<file path="src/rtl/instr_mem_loader.sv">
// rtl/instr_mem_loader.sv - boot-time byte-stream loader for the instruction memory (optional checksum: LOADER_CHECKSUM_EN)
module instr_mem_loader #(
   parameter int          DEPTH     = 256,
   parameter logic [31:0] BASE_ADDR = 32'h0000
) (
   input  logic        clk,
   input  logic        reset,
   input  logic        start,
   input  logic        byte_valid,
   input  logic [7:0]  byte_data,
   output logic        byte_ready,
   output logic        imem_we,
   output logic [31:0] imem_addr,
   output logic [31:0] imem_wdata,
   output logic        core_hold,
   output logic        done,
   output logic        error
);

   typedef enum logic [2:0] {
      S_HDR0  = 3'd0,
      S_HDR1  = 3'd1,
      S_DATA  = 3'd2,
`ifdef LOADER_CHECKSUM_EN
      S_CHECK = 3'd3,
`endif
      S_DONE  = 3'd4,
      S_ERROR = 3'd5
   } state_t;

   // State entered once the payload is exhausted (or for an empty image).
`ifdef LOADER_CHECKSUM_EN
   localparam state_t S_TAIL = S_CHECK;
`else
   localparam state_t S_TAIL = S_DONE;
`endif

   localparam logic [16:0] DEPTH_W = 17'(DEPTH);

   state_t      state, nxt;
   logic [15:0] count;
   logic [15:0] words_done;
   logic [1:0]  lane;
   logic [23:0] word_buf;
   logic [7:0]  csum;
   logic        accept;
   logic        last_word;
   logic        restart;
   logic        done_nxt;
   logic [15:0] hdr_count;

   assign byte_ready = (state == S_HDR0) || (state == S_HDR1) || (state == S_DATA)
`ifdef LOADER_CHECKSUM_EN
                       || (state == S_CHECK)
`endif
                       ;
   assign accept    = byte_valid && byte_ready;
   assign hdr_count = {byte_data, count[7:0]};
   assign last_word = ((words_done + 16'd1) == count);
   assign restart   = start && ((state == S_DONE) || (state == S_ERROR));
   // Done rises with the transition out of HDR1/CHECK, but one cycle after the
   // last write when leaving DATA, so the final write completes first.
   assign done_nxt  = (nxt == S_DONE) && (state != S_DATA);

   // State register.
   always_ff @(posedge clk or posedge reset) begin
      if (reset) state <= S_HDR0;
      else       state <= nxt;
   end

   // Next-state decode from the accepted byte and the word bookkeeping.
   always_comb begin
      nxt = state;
      case (state)
         S_HDR0: if (accept) nxt = S_HDR1;
         S_HDR1: begin
            if (accept) begin
               if ({1'b0, hdr_count} > DEPTH_W) nxt = S_ERROR;
               else if (hdr_count == 16'd0)     nxt = S_TAIL;
               else                             nxt = S_DATA;
            end
         end
         S_DATA: if (accept && (lane == 2'd3) && last_word) nxt = S_TAIL;
`ifdef LOADER_CHECKSUM_EN
         S_CHECK: if (accept) nxt = (byte_data == csum) ? S_DONE : S_ERROR;
`endif
         S_DONE:  if (start) nxt = S_HDR0;
         S_ERROR: if (start) nxt = S_HDR0;
         default: nxt = S_HDR0;
      endcase
   end

   // Header capture, word assembly, write strobe and status registers.
   always_ff @(posedge clk or posedge reset) begin
      if (reset) begin
         count      <= 16'd0;
         words_done <= 16'd0;
         lane       <= 2'd0;
         word_buf   <= 24'd0;
         csum       <= 8'd0;
         imem_we    <= 1'b0;
         imem_addr  <= BASE_ADDR;
         imem_wdata <= 32'd0;
         done       <= 1'b0;
         error      <= 1'b0;
         core_hold  <= 1'b1;
      end else begin
         imem_we   <= 1'b0;
         done      <= done_nxt;
         error     <= (nxt == S_ERROR);
         core_hold <= !done_nxt;
         if (imem_we) imem_addr <= imem_addr + 32'd4;
         if (accept) begin
            case (state)
               S_HDR0: count[7:0]  <= byte_data;
               S_HDR1: count[15:8] <= byte_data;
               S_DATA: begin
                  csum <= csum + byte_data;
                  lane <= lane + 2'd1;
                  if (lane == 2'd3) begin
                     imem_we    <= 1'b1;
                     imem_wdata <= {byte_data, word_buf};
                     words_done <= words_done + 16'd1;
                  end else begin
                     word_buf[8*lane +: 8] <= byte_data;
                  end
               end
               default: ;
            endcase
         end
         if (restart) begin
            imem_addr  <= BASE_ADDR;
            csum       <= 8'd0;
            lane       <= 2'd0;
            count      <= 16'd0;
            words_done <= 16'd0;
         end
      end
   end

endmodule
</file>
<file path="config.mk">
export PLATFORM = sky130hd
export DESIGN_NAME = instr_mem_loader
export DESIGN_NICKNAME = d
export VERILOG_FILES = /design/src/rtl/instr_mem_loader.sv
export SDC_FILE = /design/constraint.sdc
export NUM_CORES = 1
export LEC_CHECK = 0
export CAP_MARGIN = 20
export CORE_UTILIZATION = 37
export CTS_BUF_LIST = sky130_fd_sc_hd__clkbuf_4
export DETAILED_ROUTE_END_ITERATION = 10
export PLACE_DENSITY = 0.71
export SLEW_MARGIN = 20
export SYNTH_ARGS = -nofsm -noshare
export SYNTH_HDL_FRONTEND = slang
export SYNTH_SLANG_ARGS = --single-unit
</file>
<file path="constraint.sdc">
create_clock -name clk -period 4.05 [get_ports clk]
set_input_delay 0.405 -clock clk [delete_from_list [all_inputs] [get_ports clk]]
set_output_delay 0.405 -clock clk [all_outputs]
set_load 0.01 [all_outputs]
</file>
==> results of run 1 <==
==> cell usage after synthesis (all sizes together) (2+ instances only) <==
library cell	count
a21oi	18
a22o	8
a22oi	2
a2bb2oi	2
a31o	2
a31oi	3
and2	3
and3	9
and4	7
buf	16
clkbuf	18
dfrtp	126
ha	7
inv	15
mux2i	3
nand2	196
nand3	18
nand4	19
nor2	49
nor2b	6
nor3	9
nor3b	2
nor4	7
o21ai	50
o22ai	3
o31ai	8
or3	9
xnor2	17
xor2	26
==> flip-flops by register name, indices dropped and copies added, names as in the netlist, 2 cells and up <==
signal	count
word_buf	24
imem_addr	30
lane	2
state	3
count	16
words_done	16
imem_wdata	32
==> power breakdown <==
group	switching, W	internal [W]
clock network	0.000463	0.000433
registers	0.0000873	0.00135
logic	0.000276	0.000208
==> worst register-to-register path, cell delays in order, from the launching register on <==
cell	delay [ns]
dfrtp_1	0.50
ha_1	0.40
and4_1	0.37
nand4_2	0.19
or3_1	0.39
a32oi_1	0.16
nand4_1	0.17
a31o_1	0.26
==> cell families after synthesis <==
logic type	share of synthesized area
simple gates	0.2553
mux	0.004913
fa+ha+maj	0.01433
buf+inv	0.03480
compound gates	0.1083
xor+xnor	0.06162
flops	0.5202
other cells	0.0006135
==> layout make-up <==
class	instances	share of cell area
Clock buffer	19	0.01942
Multi-Input combinational cell	502	0.3709
Tap cell	216	0.03680
Sequential cell	127	0.4330
Inverter	15	0.008008
Clock inverter	12	0.01942
Antenna cell	1	0.0003408
Timing Repair Buffer	82	0.1121
==> routing by layer <==
metal / vias to the layer above / track usage / wire length (microns)
li1: 2430 / - / -
met1: 2402 / 0.2539 / 6888
met2: 92 / 0.2792 / 6683
met3: 7 / 0.04601 / 554
met4: 0 / 0.06085 / 110
met5: - / 0 / 0
==> path summary, 6_finish.rpt <==
kind,startpoint,end,cells after the start
max in group asynchronous,reset,core_hold$_DFF_PP1_,3
min in group clk,word_buf[15]$_DFFE_PP0P_,imem_wdata[15]$_DFFE_PP0P_,2
setup reg to reg,words_done[0]$_DFFE_PP0P_,state[1]$_DFF_PP0_,7
hold / removal,reset,imem_addr[26]$_DFFE_PP0N_,2
hold reg to reg,word_buf[15]$_DFFE_PP0P_,imem_wdata[15]$_DFFE_PP0P_,2
setup / recovery,words_done[0]$_DFFE_PP0P_,state[1]$_DFF_PP0_,7
==> metrics by stage <==
stage	utilization	total power, W	std cells	hold slack (ns)	setup WS [ns]
floorplan	-	0.001796	678	0.4386	0.2624
global placement	0.4410	0.001945	942	0.4470	1.554
detailed placement	0.4410	0.001948	942	0.4479	1.497
CTS	0.4588	0.002850	973	0.3240	1.534
global route	0.4588	0.002964	973	0.3584	1.424
finish	0.4589	0.002821	974	0.3435	1.505
==> qor.yml, run 1 <==
cts.sinks: 127
post_cts_buffers: 0
yosys_register_bits: 127
io_pins: 81
crit_chain: "ha_1 -> and4_1 -> nand4_2 -> or3_1 -> a32oi_1 -> nand4_1 -> a31o_1"
initial_core_util: 0.3820
stdcell_area_sq_um: 7343
drtAntennaViolNets: 0
crit_fanout: 9
htree_levels: 4
seq_area_frac_synth: 0.5202
status: "finished clean"
synth_edf_count: 0
grt_pass1_wl_mm: 23.88
track_usage: 0.1829
drive_gt1_frac: 0.05945
clockBufferDepth: 2
grt_max_degree: 74
layout_common_cells: "195 x nand2_1, 126 x dfrtp_1, 78 x clkdlybuf4s50_1"
ir_worst_vdd_mv: 0.1439
cts_buffers: 17
critPathMaxStageDelay_ns: 0.50
rrSetupSlack_ns: 1.50
routed_wl_mm: 14.24
grt_pass1_vias: 4726
portBuffers: 78
synthArstFlopShare: 1.000
gp_congestion: 0.8340
hpwlAfterDp_mm: 9.327
setup_tns_ns: 0
final_common_cell: "nand2_1"
dieArea_sq_um: 17040
post_cts_resized: 0
cpMaxStageDelayCell: "dfrtp_1"
power_leakage_nw: 3.308
fmaxAchievable_ghz: 0.3929
slew_headroom: 0.3599
synth_top_area_cell: "dfrtp_1"
placement_rows: 46
crit_family: "simple AND/OR/NAND/NOR gates"
dr.first_iter.drc_count: 317
antenna_found_initial: 0
period_minus_slack_ns: 2.545
netlist.area_leader.share: 0.5159
syn_area_per_cell_sq_um: 9.028
root_buffer: "clkbuf_4"
drt_pass1_iterations: 5
hold_viol: 0
synth.distinct_cells: 58
multi_input_area_sq_um: 2724
worstMarginPinSlew_ns: 0.9566
fin_skew_ns: 0.01726
cts_tree: "done"
clkTransAtPathRegs_ns: 0.11
nets: 764
finalSetupViolations: 0
arrival_ns: 2.96
required_ns: 4.46
wl_per_cell_microns: 14.62
path_class: "reg -> reg"
synthCells: 677
drc_errors: 0
max_cap_viol_count: 0
final.period_utilization: 0.6284
power_density_nw_per_um2: 384.2
fp.dieW_microns: 130.5
ys_warn_count: 0
clk_latency_ns: 0.52
cp_num_buf_inv: 0
post_dp_cell_area_sq_um: 7056
synth_flop_cell: "dfrtp_1"
gr-total-overflow: 0
synthesis.area_sq_um: 6112
rsz0062_at_grt: "no"
slew_viol_final: 0
start_kind: "register"
fillers: 1623
cts-hold-fix-buffers: 0
vias_per_cell: 5.063
vias: 4931
die_height_microns: 130.5
core_area_sq_um: 16000
register_area_sq_um: 3179
netlist_top_cells_area: "dfrtp_1 52%, nand2_1 12%, o21ai_0 3.9%"
crit_path_end_kind: "register"
min_path_type: "in -> async"
area_growth_pct: 20.14
No activity file was read; power rests on OpenSTA's default activity.
==> inputs of run 2 (changes only) <==
- clock period: 4.05 -> 2.2 ns (I/O delays scaled with it)
==> run 2 against run 1 <==
  * Combinational power up 110%
  * Clock skew barely moved
  * Design area rose by 5.5%
  * Sequential share of layout area is 2.2 points lower
  * Hold slack got worse by 0.28 ns
  * Sequential power rose by 85%
  * Largest power group unchanged
==> qor.yml, run 2 (same netlist as run 1, synthesis figures left out) <==
dp_cells: 979  # was 942
nets: 803  # was 764
power_leakage_nw: 3.556  # was 3.308 nW
fin_skew_ns: 0.01683  # was 0.01726 ns
drt_pass1_iterations: 4  # was 5
max_cap_viol_count: 0  # unchanged
arrival_ns: 2.55  # was 2.96 ns
area_growth_pct: 26.73  # was 20.14%
dpl_worst_slack_ns: 0.01494  # was 1.497 ns
die_height_microns: 130.5  # unchanged
cts_buffers: 17  # unchanged
power_density_nw_per_um2: 704.4  # was 384.2 nW/um^2
drive_gt1_frac: 0.1205  # was 0.05945
largest_reg_flops: 32  # unchanged
antenna_found_initial: 1  # was 0
grt_pass1_vias: 4840  # was 4726
placement_rows: 46  # unchanged
drtAntennaViolNets: 0  # unchanged
portBuffers: 78  # unchanged
rrSetupSlack_ns: 0.08  # was 1.50 ns
clockBufferDepth: 2  # unchanged
final_common_cell: "nand2_1"  # unchanged
htree_levels: 4  # unchanged
min_path_type: "in -> async"  # unchanged
ff2ff_path_depth: 8  # was 7
routed_wl_mm: 15.29  # was 14.24 mm
fp.dieW_microns: 130.5  # unchanged
setup_ws_ns: 0.08071  # was 1.505 ns
grt_max_degree: 51  # was 74
cts.sinks: 127  # unchanged
regMostFlops: "imem_wdata"  # unchanged
clk_latency_ns: 0.53  # was 0.52 ns
status: "finished clean"  # unchanged
crit_fanout: 4  # was 9
fin_cells: 1014  # was 974
reg_top3: "imem_wdata x32, imem_addr x30, word_buf x24"  # unchanged
slew_viol_final: 0  # unchanged
gp_congestion: 0.9197  # was 0.8340
drc_errors: 0  # unchanged
crit_path_end_kind: "register"  # unchanged
grt_pass1_wl_mm: 24.96  # was 23.88 mm
core_area_sq_um: 16000  # unchanged
worstMarginPinSlew_ns: 0.5872  # was 0.9566 ns
initial_core_util: 0.3820  # unchanged
layout_common_cells: "194 x nand2_1, 124 x dfrtp_1, 78 x clkdlybuf4s50_1"  # was 195 x nand2_1, 126 x dfrtp_1, 78 x clkdlybuf4s50_1
setup_tns_ns: 0  # unchanged
ir_worst_vdd_mv: 0.3992  # was 0.1439 mV
cts_tree: "done"  # unchanged
slew_headroom: 0.5984  # was 0.3599
final.period_utilization: 0.9633  # was 0.6284
r2r-start: "words_done[0]$_DFFE_PP0P_"  # unchanged
hold_viol: 0  # unchanged
io_pins: 81  # unchanged
finalSetupViolations: 0  # unchanged
period_minus_slack_ns: 2.119  # was 2.545 ns
dieArea_sq_um: 17040  # unchanged
start_kind: "register"  # unchanged
fmaxAchievable_ghz: 0.4719  # was 0.3929 GHz
track_usage: 0.1907  # was 0.1829
vias: 5142  # was 4931
r2r-end: "state[1]$_DFF_PP0_"  # unchanged
wl_per_cell_microns: 15.08  # was 14.62 microns
clkTransAtPathRegs_ns: 0.12  # was 0.11 ns
dr.first_iter.drc_count: 264  # was 317
root_buffer: "clkbuf_4"  # unchanged
hpwlAfterDp_mm: 10.42  # was 9.327 mm
path_class: "reg -> reg"  # unchanged
vias_per_cell: 5.071  # was 5.063
gr-total-overflow: 0  # unchanged
required_ns: 2.64  # was 4.46 ns
run 2: cell type report:
cell class | count | area (sq um)
fillers | 1603 | 8254
flip-flops and latches | 127 | 3182
multi-input cells | 502 | 2770
repair buffers | 121 | 1141
well taps | 216 | 270.3
clock inverters | 15 | 192.7
clock buffers | 17 | 127.6
inverters | 15 | 60.06
diodes | 1 | 2.502
run 2: how the worst max path moves through the flow:
stage | startpoint | end
after detailed placement | words_done[2]$_DFFE_PP0P_ | state[1]$_DFF_PP0_
final | words_done[0]$_DFFE_PP0P_ | state[1]$_DFF_PP0_
after floorplan | words_done[0]$_DFFE_PP0P_ | state[1]$_DFF_PP0_
after CTS | words_done[0]$_DFFE_PP0P_ | state[1]$_DFF_PP0_
after global routing | words_done[0]$_DFFE_PP0P_ | state[1]$_DFF_PP0_
after global placement | imem_addr[2]$_DFFE_PP0N_ | imem_addr[26]$_DFFE_PP0N_
run 2: power breakdown:
| group | total (W) | switching [W] | internal [W] |
|---|---|---|---|
| Clock | 0.00180 | 0.000907 | 0.000898 |
| Combinational | 0.000992 | 0.000561 | 0.000431 |
| Sequential | 0.00266 | 0.000167 | 0.00249 |
| Total | 0.00546 | 0.00163 | 0.00382 |
run 2: critical path, stage by stage, from the launching register on:
cell and delay (ns):
dfrtp_1 0.41, ha_2 0.22, and4_1 0.22, buf_4 0.16, xnor2_1 0.13, a211oi_2 0.23, a2bb2oi_1 0.23, nand4_1 0.18
a31o_1 0.25
run 2: metal layers:
metal,global-route usage,up-vias,share of wire
met2,0.2835,127,0.47
met1,0.2686,2491,0.47
met4,0.05882,0,0.010
met5,0,-,0
li1,-,2513,-
met3,0.05456,11,0.052
run 2: metrics by stage:
step                hold WS, ns  area, sq um    util  total power (W)
floorplan                0.3254         6120       -         0.003308
global placement         0.4483         7360  0.4600         0.003641
detailed placement       0.4523         7360  0.4600         0.003665
CTS                     0.03887         7680  0.4800         0.005477
global route            0.07171         7746  0.4841         0.005730
finish                  0.06686         7746  0.4841         0.005456
run 2: repair_timing:
item,4_1_cts,5_1_grt
hold buffers,0,0
setup buffers,0,2
setup endpoints to repair,0,17
gates resized for setup,0,11
==> inputs of run 3 (changes only) <==
- CAP_MARGIN: 20 -> 5
==> results of run 3 <==
No change in the layout: final DEF, timing and power equal those of run 2.
